[src/rtl/flp_tree_pkg.sv]
// Shared constants and helpers for the floating-point adder tree.
// Number format: value = (1 + mant/2^MANT_WIDTH) * 2^(exp - BIAS), exp==0 is zero.
package flp_tree_pkg;

    localparam int DEF_NUM_INPUTS = 8;
    localparam int DEF_EXP_WIDTH  = 9;
    localparam int DEF_MANT_WIDTH = 8;

    // Bias of an exponent field of the given width (half range minus one).
    function automatic int bias_for(input int ew);
        return (1 << (ew - 1)) - 1;
    endfunction

    localparam int BIAS = bias_for(DEF_EXP_WIDTH);

    // Ceiling log2; number of pairwise-reduction levels for n operands.
    function automatic int clog2(input int n);
        int r;
        r = 0;
        for (int v = 1; v < n; v = v * 2) begin
            r = r + 1;
        end
        return r;
    endfunction

    // Number of live elements after lvl pairwise reductions of n operands.
    function automatic int level_count(input int n, input int lvl);
        int c;
        c = n;
        for (int i = 0; i < lvl; i++) begin
            c = (c + 1) / 2;
        end
        return c;
    endfunction

    // Bit offset of element i inside the packed input bus.
    function automatic int elem_lsb(input int i, input int ew, input int mw);
        return i * (ew + mw);
    endfunction

    // Bit offset of the exponent field of element i (exponent sits above mantissa).
    function automatic int exp_lsb(input int i, input int ew, input int mw);
        return i * (ew + mw) + mw;
    endfunction

endpackage

[src/rtl/flp_add_stage.sv]
// One registered two-operand add: align the smaller operand to the larger
// exponent, add with truncation, renormalise on carry, saturate on exponent
// overflow. A zero operand (exp==0) passes the other operand through, so an
// unpaired element can use this stage as a plain pipeline register.
module flp_add_stage
    import flp_tree_pkg::*;
#(
    parameter int EXP_WIDTH  = DEF_EXP_WIDTH,
    parameter int MANT_WIDTH = DEF_MANT_WIDTH
) (
    input  logic                  clk,
    input  logic                  rst,
    input  logic                  advance_i,
    input  logic                  valid_i,
    input  logic [EXP_WIDTH-1:0]  a_exp_i,
    input  logic [MANT_WIDTH-1:0] a_mant_i,
    input  logic                  a_ovf_i,
    input  logic [EXP_WIDTH-1:0]  b_exp_i,
    input  logic [MANT_WIDTH-1:0] b_mant_i,
    input  logic                  b_ovf_i,
    output logic                  valid_o,
    output logic [EXP_WIDTH-1:0]  exp_o,
    output logic [MANT_WIDTH-1:0] mant_o,
    output logic                  ovf_o
);

    localparam logic [EXP_WIDTH-1:0]  EXP_MAX     = {EXP_WIDTH{1'b1}};
    localparam logic [MANT_WIDTH-1:0] MANT_MAX    = {MANT_WIDTH{1'b1}};
    localparam logic [EXP_WIDTH-1:0]  EXP_ZERO    = {EXP_WIDTH{1'b0}};
    localparam logic [MANT_WIDTH-1:0] MANT_ZERO   = {MANT_WIDTH{1'b0}};
    localparam logic [EXP_WIDTH-1:0]  EXP_ONE     = {{(EXP_WIDTH-1){1'b0}}, 1'b1};
    localparam logic [EXP_WIDTH-1:0]  SHIFT_LIMIT = EXP_WIDTH'(MANT_WIDTH);

    logic                  swap_s;
    logic [EXP_WIDTH-1:0]  big_exp_s;
    logic [EXP_WIDTH-1:0]  small_exp_s;
    logic [MANT_WIDTH-1:0] big_mant_s;
    logic [MANT_WIDTH-1:0] small_mant_s;
    logic [EXP_WIDTH-1:0]  diff_s;
    logic [MANT_WIDTH:0]   small_sig_s;
    logic [MANT_WIDTH:0]   small_sh_s;
    logic [MANT_WIDTH+1:0] sum_s;

    logic [EXP_WIDTH-1:0]  exp_d;
    logic [MANT_WIDTH-1:0] mant_d;
    logic                  ovf_d;

    logic                  valid_q;
    logic [EXP_WIDTH-1:0]  exp_q;
    logic [MANT_WIDTH-1:0] mant_q;
    logic                  ovf_q;

    // Combinational align / add / normalise of the two operands.
    always_comb begin
        swap_s       = (b_exp_i > a_exp_i);
        big_exp_s    = swap_s ? b_exp_i  : a_exp_i;
        big_mant_s   = swap_s ? b_mant_i : a_mant_i;
        small_exp_s  = swap_s ? a_exp_i  : b_exp_i;
        small_mant_s = swap_s ? a_mant_i : b_mant_i;
        diff_s       = big_exp_s - small_exp_s;
        small_sig_s  = {1'b1, small_mant_s};
        small_sh_s   = small_sig_s >> diff_s;
        sum_s        = {1'b0, 1'b1, big_mant_s} + {1'b0, small_sh_s};
        exp_d        = big_exp_s;
        mant_d       = big_mant_s;
        ovf_d        = a_ovf_i | b_ovf_i;

        if ((a_exp_i == EXP_ZERO) && (b_exp_i == EXP_ZERO)) begin
            exp_d  = EXP_ZERO;
            mant_d = MANT_ZERO;
        end else if (a_exp_i == EXP_ZERO) begin
            exp_d  = b_exp_i;
            mant_d = b_mant_i;
        end else if (b_exp_i == EXP_ZERO) begin
            exp_d  = a_exp_i;
            mant_d = a_mant_i;
        end else if (diff_s > SHIFT_LIMIT) begin
            // Smaller operand would be shifted out entirely.
            exp_d  = big_exp_s;
            mant_d = big_mant_s;
        end else if (sum_s[MANT_WIDTH+1]) begin
            if (big_exp_s == EXP_MAX) begin
                exp_d  = EXP_MAX;
                mant_d = MANT_MAX;
                ovf_d  = 1'b1;
            end else begin
                exp_d  = big_exp_s + EXP_ONE;
                mant_d = sum_s[MANT_WIDTH:1];
            end
        end else begin
            exp_d  = big_exp_s;
            mant_d = sum_s[MANT_WIDTH-1:0];
        end
    end

    // Result register; holds whenever the pipeline is stalled.
    always_ff @(posedge clk or posedge rst) begin
        if (rst) begin
            valid_q <= 1'b0;
            exp_q   <= EXP_ZERO;
            mant_q  <= MANT_ZERO;
            ovf_q   <= 1'b0;
        end else if (advance_i) begin
            valid_q <= valid_i;
            exp_q   <= exp_d;
            mant_q  <= mant_d;
            ovf_q   <= ovf_d;
        end
    end

    assign valid_o = valid_q;
    assign exp_o   = exp_q;
    assign mant_o  = mant_q;
    assign ovf_o   = ovf_q;

endmodule

[src/rtl/flp_acc_tree.sv]
// Pipelined pairwise adder tree for NUM_INPUTS unsigned floating-point operands.
// One register level per reduction level; all levels advance together when the
// output is empty or being consumed. Define FLP_TREE_ACC_EN to add a frame
// accumulator after the tree (one result per in_last-tagged beat).
module flp_acc_tree
    import flp_tree_pkg::*;
#(
    parameter int NUM_INPUTS = DEF_NUM_INPUTS,
    parameter int EXP_WIDTH  = DEF_EXP_WIDTH,
    parameter int MANT_WIDTH = DEF_MANT_WIDTH
) (
    input  logic                                       clk,
    input  logic                                       rst,
    input  logic                                       in_valid,
    output logic                                       in_ready,
    input  logic                                       in_last,
    input  logic [NUM_INPUTS*(EXP_WIDTH+MANT_WIDTH)-1:0] in_bus,
    output logic                                       out_valid,
    input  logic                                       out_ready,
    output logic [EXP_WIDTH-1:0]                       out_exp,
    output logic [MANT_WIDTH-1:0]                      out_mant,
    output logic                                       out_ovf
);

    localparam int LEVELS = clog2(NUM_INPUTS);

    logic                  advance_s;
    logic [EXP_WIDTH-1:0]  exp_s  [0:LEVELS][0:NUM_INPUTS-1];
    logic [MANT_WIDTH-1:0] mant_s [0:LEVELS][0:NUM_INPUTS-1];
    logic                  ovf_s  [0:LEVELS][0:NUM_INPUTS-1];
    logic [NUM_INPUTS-1:0] vld_s  [0:LEVELS];

    assign advance_s = !out_valid || out_ready;
    assign in_ready  = advance_s;

    for (genvar i = 0; i < NUM_INPUTS; i++) begin : g_in
        assign exp_s[0][i]  = in_bus[exp_lsb(i, EXP_WIDTH, MANT_WIDTH) +: EXP_WIDTH];
        assign mant_s[0][i] = in_bus[elem_lsb(i, EXP_WIDTH, MANT_WIDTH) +: MANT_WIDTH];
        assign ovf_s[0][i]  = 1'b0;
        assign vld_s[0][i]  = in_valid;
    end

    for (genvar l = 1; l <= LEVELS; l++) begin : g_lvl
        localparam int PREV = level_count(NUM_INPUTS, l - 1);
        localparam int CUR  = level_count(NUM_INPUTS, l);
        logic lvl_valid_s;
        // Unused slots are tied to 1, so the AND is the level's valid.
        assign lvl_valid_s = &vld_s[l-1];
        for (genvar i = 0; i < NUM_INPUTS; i++) begin : g_el
            if (i < CUR) begin : g_used
                logic [EXP_WIDTH-1:0]  b_exp_s;
                logic [MANT_WIDTH-1:0] b_mant_s;
                logic                  b_ovf_s;
                if (2 * i + 1 < PREV) begin : g_pair
                    assign b_exp_s  = exp_s[l-1][2*i+1];
                    assign b_mant_s = mant_s[l-1][2*i+1];
                    assign b_ovf_s  = ovf_s[l-1][2*i+1];
                end else begin : g_pass
                    // Unpaired element: adding a zero keeps it unchanged.
                    assign b_exp_s  = {EXP_WIDTH{1'b0}};
                    assign b_mant_s = {MANT_WIDTH{1'b0}};
                    assign b_ovf_s  = 1'b0;
                end
                flp_add_stage #(
                    .EXP_WIDTH (EXP_WIDTH),
                    .MANT_WIDTH(MANT_WIDTH)
                ) u_add (
                    .clk      (clk),
                    .rst      (rst),
                    .advance_i(advance_s),
                    .valid_i  (lvl_valid_s),
                    .a_exp_i  (exp_s[l-1][2*i]),
                    .a_mant_i (mant_s[l-1][2*i]),
                    .a_ovf_i  (ovf_s[l-1][2*i]),
                    .b_exp_i  (b_exp_s),
                    .b_mant_i (b_mant_s),
                    .b_ovf_i  (b_ovf_s),
                    .valid_o  (vld_s[l][i]),
                    .exp_o    (exp_s[l][i]),
                    .mant_o   (mant_s[l][i]),
                    .ovf_o    (ovf_s[l][i])
                );
            end else begin : g_idle
                assign vld_s[l][i]  = 1'b1;
                assign exp_s[l][i]  = {EXP_WIDTH{1'b0}};
                assign mant_s[l][i] = {MANT_WIDTH{1'b0}};
                assign ovf_s[l][i]  = 1'b0;
            end
        end
    end

`ifdef FLP_TREE_ACC_EN
    logic [LEVELS-1:0]     last_q;
    logic                  pend_q;
    logic                  tree_valid_s;
    logic                  tree_last_s;
    logic [EXP_WIDTH-1:0]  a_exp_s;
    logic [MANT_WIDTH-1:0] a_mant_s;
    logic                  a_ovf_s;
    logic [EXP_WIDTH-1:0]  fb_exp_s;
    logic [MANT_WIDTH-1:0] fb_mant_s;
    logic                  fb_ovf_s;

    assign tree_valid_s = &vld_s[LEVELS];
    assign tree_last_s  = last_q[LEVELS-1];

    // Carry the frame-end tag alongside the data through the tree levels.
    always_ff @(posedge clk or posedge rst) begin
        if (rst) begin
            last_q <= {LEVELS{1'b0}};
        end else if (advance_s) begin
            last_q[0] <= in_last;
            for (int l = 1; l < LEVELS; l++) begin
                last_q[l] <= last_q[l-1];
            end
        end
    end

    // Tracks whether the accumulator register holds a partial frame sum.
    always_ff @(posedge clk or posedge rst) begin
        if (rst) begin
            pend_q <= 1'b0;
        end else if (advance_s && tree_valid_s) begin
            pend_q <= !tree_last_s;
        end
    end

    // Select accumulator operands: bubbles add zero, a closed frame restarts from zero.
    always_comb begin
        a_exp_s   = {EXP_WIDTH{1'b0}};
        a_mant_s  = {MANT_WIDTH{1'b0}};
        a_ovf_s   = 1'b0;
        fb_exp_s  = {EXP_WIDTH{1'b0}};
        fb_mant_s = {MANT_WIDTH{1'b0}};
        fb_ovf_s  = 1'b0;
        if (tree_valid_s) begin
            a_exp_s  = exp_s[LEVELS][0];
            a_mant_s = mant_s[LEVELS][0];
            a_ovf_s  = ovf_s[LEVELS][0];
        end else begin
            a_exp_s  = {EXP_WIDTH{1'b0}};
        end
        if (pend_q) begin
            fb_exp_s  = out_exp;
            fb_mant_s = out_mant;
            fb_ovf_s  = out_ovf;
        end else begin
            fb_exp_s  = {EXP_WIDTH{1'b0}};
        end
    end

    flp_add_stage #(
        .EXP_WIDTH (EXP_WIDTH),
        .MANT_WIDTH(MANT_WIDTH)
    ) u_acc (
        .clk      (clk),
        .rst      (rst),
        .advance_i(advance_s),
        .valid_i  (tree_valid_s && tree_last_s),
        .a_exp_i  (a_exp_s),
        .a_mant_i (a_mant_s),
        .a_ovf_i  (a_ovf_s),
        .b_exp_i  (fb_exp_s),
        .b_mant_i (fb_mant_s),
        .b_ovf_i  (fb_ovf_s),
        .valid_o  (out_valid),
        .exp_o    (out_exp),
        .mant_o   (out_mant),
        .ovf_o    (out_ovf)
    );
`else
    assign out_valid = &vld_s[LEVELS];
    assign out_exp   = exp_s[LEVELS][0];
    assign out_mant  = mant_s[LEVELS][0];
    assign out_ovf   = ovf_s[LEVELS][0];
`endif

endmodule

[config.mk]
export PLATFORM = sky130hd
export DESIGN_NAME = flp_acc_tree
export DESIGN_NICKNAME = d
export VERILOG_FILES = /design/src/rtl/flp_tree_pkg.sv /design/src/rtl/flp_add_stage.sv /design/src/rtl/flp_acc_tree.sv
export SDC_FILE = /design/constraint.sdc
export NUM_CORES = 1
export LEC_CHECK = 0
export ABC_CLOCK_PERIOD_IN_PS = 10000
export BUFFER_PORTS_ARGS = -buffer_cell sky130_fd_sc_hd__buf_2
export CAP_MARGIN = 10
export CORE_MARGIN = 4
export CORE_UTILIZATION = 62
export CTS_CLUSTER_DIAMETER = 80
export DETAILED_ROUTE_END_ITERATION = 7
export PLACE_DENSITY = 0.82
export SLEW_MARGIN = 40
export SYNTH_ARGS = -nofsm -noshare
export SYNTH_HDL_FRONTEND = slang
export SYNTH_SLANG_ARGS = --single-unit
[constraint.sdc]
create_clock -name clk -period 10 [get_ports clk]
set_clock_uncertainty 0.05 [all_clocks]
set_input_delay 1 -clock clk [delete_from_list [all_inputs] [get_ports clk]]
set_output_delay 1 -clock clk [all_outputs]
set_load 0.02 [all_outputs]
After elaboration in Yosys (flattened, before gate mapping)
Cells that the tools add are included.

Add/sub/neg operators: 21. Magnitude comparators: 14. Equality and inequality tests: 7. Shifts and indexed selects: 7. Muxes and demuxes: 154. Bitwise gates (word level): 3. Reduce and logical (&&, ||, !) cells: 23.

Operators by type and width (count): 9-bit two-way mux (56); 8-bit two-way mux (56); 9-bit zero test (14); 9-bit by 9-bit adder with 10-bit output (7); 9-bit by 1-bit adder with 9-bit output (second input constant) (7); 9-bit equality test (second input constant) (7); 9-bit by 4-bit greater-than comparator with 1-bit output (second input constant) (7); 9-bit greater-than comparator (7); 9-bit by 9-bit >> shifter with 9-bit output (7); 9-bit subtractor (7); 1-bit two-way mux (42); 1-bit logical AND (7); 1-bit bitwise OR (3); 1-bit zero test (1); 1-bit logical OR (1).

Flip-flop bits (word level): 129. Input port bits: 141. Output and inout bits: 20. Logic and storage cells: 253.

Longest topological paths before layout
Word-level depth: 11. Depth in mapped cells: 35. Gate-level depth less buffers: 32.

Cells and area by module
Synthesis repeated with hierarchy kept, for this count alone.

Cell total of the unflattened synthesis: 3282. Area, all modules: 23354.9 um^2.

Modules (own cells, without submodules): flp_add_stage (g_lvl[1].g_el[0].g_used.u_add ...) (instances 3, cells an instance 478, area each 3285.7 um^2, sequential area each 475.5 um^2); flp_add_stage (g_lvl[3].g_el[0].g_used.u_add) (instances 1, cells an instance 465, area each 3499.6 um^2, sequential area each 475.5 um^2); flp_add_stage (g_lvl[1].g_el[1].g_used.u_add) (instances 1, cells an instance 482, area each 3489.6 um^2, sequential area each 475.5 um^2); flp_add_stage (g_lvl[2].g_el[0].g_used.u_add) (instances 1, cells an instance 463, area each 3270.6 um^2, sequential area each 475.5 um^2); flp_add_stage (g_lvl[2].g_el[1].g_used.u_add) (instances 1, cells an instance 434, area each 3213.1 um^2, sequential area each 475.5 um^2); flp_acc_tree (instances 1, cells an instance 4, area each 25.0 um^2, sequential area each 0.0 um^2).

Worst setup path before layout
No wires, ideal clock.

Path kind: input to register. Start point: input port in_bus[45]. End point: register g_lvl[1].g_el[1].g_used.u_add.exp_q[4]. Library setup time: 0.077 ns. Arrival time: 7.752 ns. Data required time: 9.873 ns. Path slack: 2.120 ns. Stages on the path: 33. Buffers on the path: 3. Path through: inv_1 -> ha_1 -> and4_1 -> a21oi_1 -> o211ai_1 -> nand2_1 -> clkbuf_1 -> clkbuf_1 -> o21a_1 -> ha_1 -> a31oi_1 -> and3_1 -> a21oi_1 -> o311ai_0 -> a41o_1 -> and4b_1 -> and3_1 -> nand2_1 -> a211oi_1 -> ha_1 -> a21o_1 -> a21oi_1 -> o21bai_1 -> a21oi_1 -> o21bai_1 -> a21oi_1 -> o21bai_1 -> maj3_1 -> and4_1 -> buf_2 -> nand3_1 -> mux2_2 -> a21oi_1.

Word-level cells in the longest chain between the ends: 10. Elaborated cells on any way between the ends: 19. Classes of those cells: add/sub (3); order compare (2); eq/ne (1); shift (1); mux (10); reduce/logical (2).

RTL lines: from (decl) (RTL line flp_acc_tree.sv:17) `input logic [NUM_INPUTS*(EXP_WIDTH+MANT_WIDTH)-1:0] in_bus,`; 9-bit greater-than comparator (RTL line flp_add_stage.sv:55) `swap_s = (b_exp_i > a_exp_i);`; 9-bit two-way mux (on tied branches) (RTL line flp_add_stage.sv:56, flp_add_stage.sv:58); 9-bit subtractor (RTL line flp_add_stage.sv:60) `diff_s = big_exp_s - small_exp_s;`; 9-bit by 9-bit >> shifter with 9-bit output (RTL line flp_add_stage.sv:62) `small_sh_s = small_sig_s >> diff_s;`; 9-bit by 9-bit adder with 10-bit output (RTL line flp_add_stage.sv:63) `sum_s = {1'b0, 1'b1, big_mant_s} + {1'b0, small_sh_s};`; 9-bit two-way mux (RTL line flp_add_stage.sv:81) `end else if (sum_s[MANT_WIDTH+1]) begin`; 9-bit two-way mux (RTL line flp_add_stage.sv:77) `end else if (diff_s > SHIFT_LIMIT) begin`; 9-bit two-way mux (RTL line flp_add_stage.sv:74) `end else if (b_exp_i == EXP_ZERO) begin`; 9-bit two-way mux (RTL line flp_add_stage.sv:71) `end else if (a_exp_i == EXP_ZERO) begin`; 9-bit two-way mux * (RTL line flp_add_stage.sv:68) `if ((a_exp_i == EXP_ZERO) && (b_exp_i == EXP_ZERO)) begin`; to (signal assigned) (RTL line flp_add_stage.sv:105) `exp_q <= exp_d;`; to (decl) (RTL line flp_add_stage.sv:49) `logic [EXP_WIDTH-1:0] exp_q;`.

Every way passes the cells marked *; elsewhere a longest branch is shown, timed or not. A chain may end at the register's enable or synchronous reset.

Worst setup path after layout
Start point: input port in_bus[13]. End point: register g_lvl[1].g_el[0].g_used.u_add.exp_q[7].

Word-level cells in the longest chain between the ends: 10. Elaborated cells on any way between the ends: 19. Classes of those cells: add/sub (3); order compare (2); eq/ne (1); shift (1); mux (10); reduce/logical (2).

RTL lines (RTL line): 9-bit greater-than comparator (flp_add_stage.sv:55); 9-bit two-way mux (on tied branches) (flp_add_stage.sv:56, flp_add_stage.sv:58); 9-bit subtractor (flp_add_stage.sv:60); 9-bit by 9-bit >> shifter with 9-bit output (flp_add_stage.sv:62); 9-bit by 9-bit adder with 10-bit output (flp_add_stage.sv:63); 9-bit two-way mux (flp_add_stage.sv:81); 9-bit two-way mux (flp_add_stage.sv:77); 9-bit two-way mux (flp_add_stage.sv:74); 9-bit two-way mux (flp_add_stage.sv:71); 9-bit two-way mux * (flp_add_stage.sv:68); to (signal assigned) (flp_add_stage.sv:105); to (decl) (flp_add_stage.sv:49).

Marked as above.

==> flow_summary_export.csv <==
group,metric,value,unit
outcome,status,"completed",
hold_path,hp-class,"register to register",
synthesis,synth.avg_cell_area,6.95,µm²
sta,fmax,119,MHz
synthesis,yosys.area.top_type,"dfrtp_1",
cts,hold_buffers,0,
sta,worst_slew_pin_slew,0.876,ns
synthesis,yosysWarnings,0,
cts,clk_pin_slew,0.06,ns
sta,relSlewSlack,0.401,
cts,clkLatencyLatePin,0.43,ns
global_route,grt.overflow.total,0,
route,vias_per_cell,7.01,
route,num_vias,26264,
placement,dp.cells,3711,
synthesis,synth_top_family_by_area,"compound AO/OA/AOI/OAI gates",
setup_path,rrSetupSlack,1.96,ns
placement,gp_congestion,1.02,
cells_and_area,drive_above_1_share,0.103,
hold_path,min-delay-start,"g_lvl[3].g_el[0].g_used.u_add.exp_o[8]",
die,coreArea,35800,µm²
synthesis,synth_ff_type,"dfrtp_1",
cells_and_area,syn2layout_area_growth,6.50,%
setup_path,startpoint,"in_bus[13]",
setup_path,worst-path-stages,31,
synthesis,synth-compound-area-share,0.299,
setup_path,path_class,"input pin to register",
run,maxCapViolations,0,
synthesis,syn_area,22600,µm²
cts,cts_buffers,17,
setup_path,path_max_fanout,16,
route,drtAntennaViolNets,0,
power_and_ir_drop,ir_drop,0.256,mV
synthesis,synth.distinct_cells,103,
cts,clock_sinks,129,
sta,hold_viol,0,
route,wirelength,77800,µm
sta,fin_crit_sh,0.843,
setup_path,critPathArrivalTime,8.70,ns
global_route,grt_usage,0.377,
synthesis,synthSimpleGateAreaFrac,0.282,
die,fp.dieW,199,µm
die,start_util,0.632,
power_and_ir_drop,cellLeakagePower,0.0106,µW
cts,clock_path_buffers,2,
synthesis,synth.mux.area_fraction,0.101,
setup_path,endpoint,"g_lvl[1].g_el[0].g_used.u_add.exp_o[7]",
cells_and_area,instances_no_fill,3745,
placement,dp_hpwl,59500,µm
route,drt_iter0_drc,3218,
route,wire_per_inst,20.8,µm
synthesis,synth-seq-cells,129,
global_route,grt_pass1_vias,24379,
cells_and_area,layout_commonest_cell,"nand2_1",
global_route,grt_max_degree,82,
die,io_pins,161,
setup_path,crit_slowest_cell,"or4_1",
synthesis,synth_nets,3541,
setup_path,required,10.27,ns
setup_path,rr_endpoint,"g_lvl[3].g_el[0].g_used.u_add.exp_o[3]",
setup_path,r2r_start,"g_lvl[2].g_el[0].g_used.u_add.exp_o[6]",
global_route,grt_pass1_wl,125000,µm
cts,cts_resized,0,
sta,report.final.slew_viol_count,0,
die,dieArea,39700,µm²
cells_and_area,nNetsFinal,3552,
cts,cts_tree,"done",
cts,ctsHtreeMaxLevel,4,
sta,rsz0062_at_grt,"false",
sta,setup_viol,0,
synthesis,synth-edff-count,0,
die,die_h,199,µm
power_and_ir_drop,power.density,275,nW/µm²
setup_path,cp-start-kind,"input pin",
setup_path,reg2regPathDepth,28,
placement,io_buffers,159,
synthesis,synthXorXnorAreaFrac,0.0344,
synthesis,synthArstFlopShare,1.00,
cts,cts_root_buffer,"clkbuf_16",
route,drc,0,
setup_path,setup.worst_path.end_class,"register",
global_route,antenna_found_initial,2,
setup_path,cpPeakStageDelay,0.57,ns
cells_and_area,insertedDiodeCount,0,
sta,fin_tns_setup,0,ns
setup_path,worst-path-buf-inv,3,
synthesis,yosysSeqAreaShare,0.143,
synthesis,ys_top_cells_by_area,"dfrtp_1 (14%), mux2i_1 (8.0%), ha_1 (7.3%), nand2_1 (7.2%), nor2_1 (5.6%)",
synthesis,syn-instance-count,3260,
cells_and_area,n_fill_cell,3185,
cts,postCtsSetupRepairBufs,0,
synthesis,yosysTopAreaCellShare,0.143,
route,drt_first_pass_iters,6,
die,rows,69,
cells_and_area,final_cell_mix,"nand2_1 (432), nor2_1 (335), a21oi_1 (226), o21ai_0 (210), mux2i_1 (180)",
synthesis,synth-adder-area-share,0.0810,
sta,fin_crit,8.43,ns
setup_path,path_delay_family,"compound AO/OA/AOI/OAI gates",
[stage by stage]
stage          total power, µW  instance area, µm²  hold slack (ns)  utilization  worst slack (ns)
2_1_floorplan             4670               22600            0.380            -              2.12
6_report                  6630               24100            0.437        0.673              1.57
3_3_place_gp              5660               23500            0.398        0.655              1.56
3_5_place_dp              5790               23500            0.408        0.656              1.31
4_1_cts                   6460               24100            0.434        0.672              1.71
5_1_grt                   7120               24100            0.466        0.673              1.02
[area by class of cell]
| cell class | count | area [µm²] | share of cell area |
|---|---|---|---|
| clock buffer | 18 | 439 | 0.0182 |
| clock inverter | 14 | 140 | 0.00581 |
| inverter | 143 | 544 | 0.0226 |
| multi-input combinational | 2788 | 18100 | 0.752 |
| sequential | 129 | 3230 | 0.134 |
| tap | 461 | 577 | 0.0239 |
| timing repair buffer | 192 | 1040 | 0.0433 |
[metal layers]
metal / GRT usage / part of all wire / up-vias
met2: 0.593 / 0.44 / 1612
li1: - / - / 12163
met5: 0 / 0.00036 / -
met4: 0.134 / 0.037 / 4
met3: 0.0531 / 0.10 / 243
met1: 0.530 / 0.41 / 12242
[worst min-delay path, stage by stage (launching register included)]
cell     delay [ns]
dfrtp_1        0.34
nand2_1        0.05
o21ai_0        0.06
[how the worst min path moves through the flow]
stage                                                         to  slack (ns)  depth (start not counted)
after global placement     g_lvl[2].g_el[1].g_used.u_add.valid_o        0.40                          2
final                     g_lvl[3].g_el[0].g_used.u_add.exp_o[8]        0.44                          2
after global routing       g_lvl[3].g_el[0].g_used.u_add.valid_o        0.47                          1
after floorplan            g_lvl[2].g_el[1].g_used.u_add.valid_o        0.38                          2
after CTS                  g_lvl[2].g_el[1].g_used.u_add.valid_o        0.43                          2
after detailed placement   g_lvl[3].g_el[0].g_used.u_add.valid_o        0.41                          1
[power breakdown]
group	internal [µW]	switching (µW)	total, µW
combinational	1860	3040	4900
sequential	724	372	1100
clock	372	255	628
total	2960	3660	6630
[cell usage after synthesis, types with 12 or more instances]
master	count
nand2_1	432
nor2_1	338
a21oi_1	229
o21ai_0	212
mux2i_1	180
clkbuf_1	151
inv_1	140
ha_1	133
dfrtp_1	129
nand3_1	104
nor3_1	100
nor2b_1	70
xnor2_1	61
a211oi_1	58
a31oi_1	57
nand4_1	53
a221oi_1	43
and3_1	40
nand2b_1	39
o211ai_1	37
o22ai_1	35
a21o_1	33
or3_1	29
xor2_1	28
mux2_2	25
o221ai_1	24
and4_1	23
o21bai_1	23
o21a_1	22
o31ai_1	22
buf_2	20
nor4_1	19
or2_2	19
a22oi_1	16
buf_1	16
a221o_1	15
and2_1	14
nor3b_1	14
a311oi_1	12
[kinds of logic after synthesis]
group / Yosys count
compound gates: 1003
xor+xnor: 89
fa+ha+maj: 143
buf+inv: 343
flops: 129
mux: 214
simple gates: 1339
[flip-flops by register name, indices dropped and copies added, names as in the netlist]
signal and cells:
g_lvl.g_el.g_used.u_add.exp_o 63, g_lvl.g_el.g_used.u_add.mant_o 56, g_lvl.g_el.g_used.u_add.ovf_o 7, g_lvl.g_el.g_used.u_add.valid_o 3
Power figures use the tool's default switching activity.
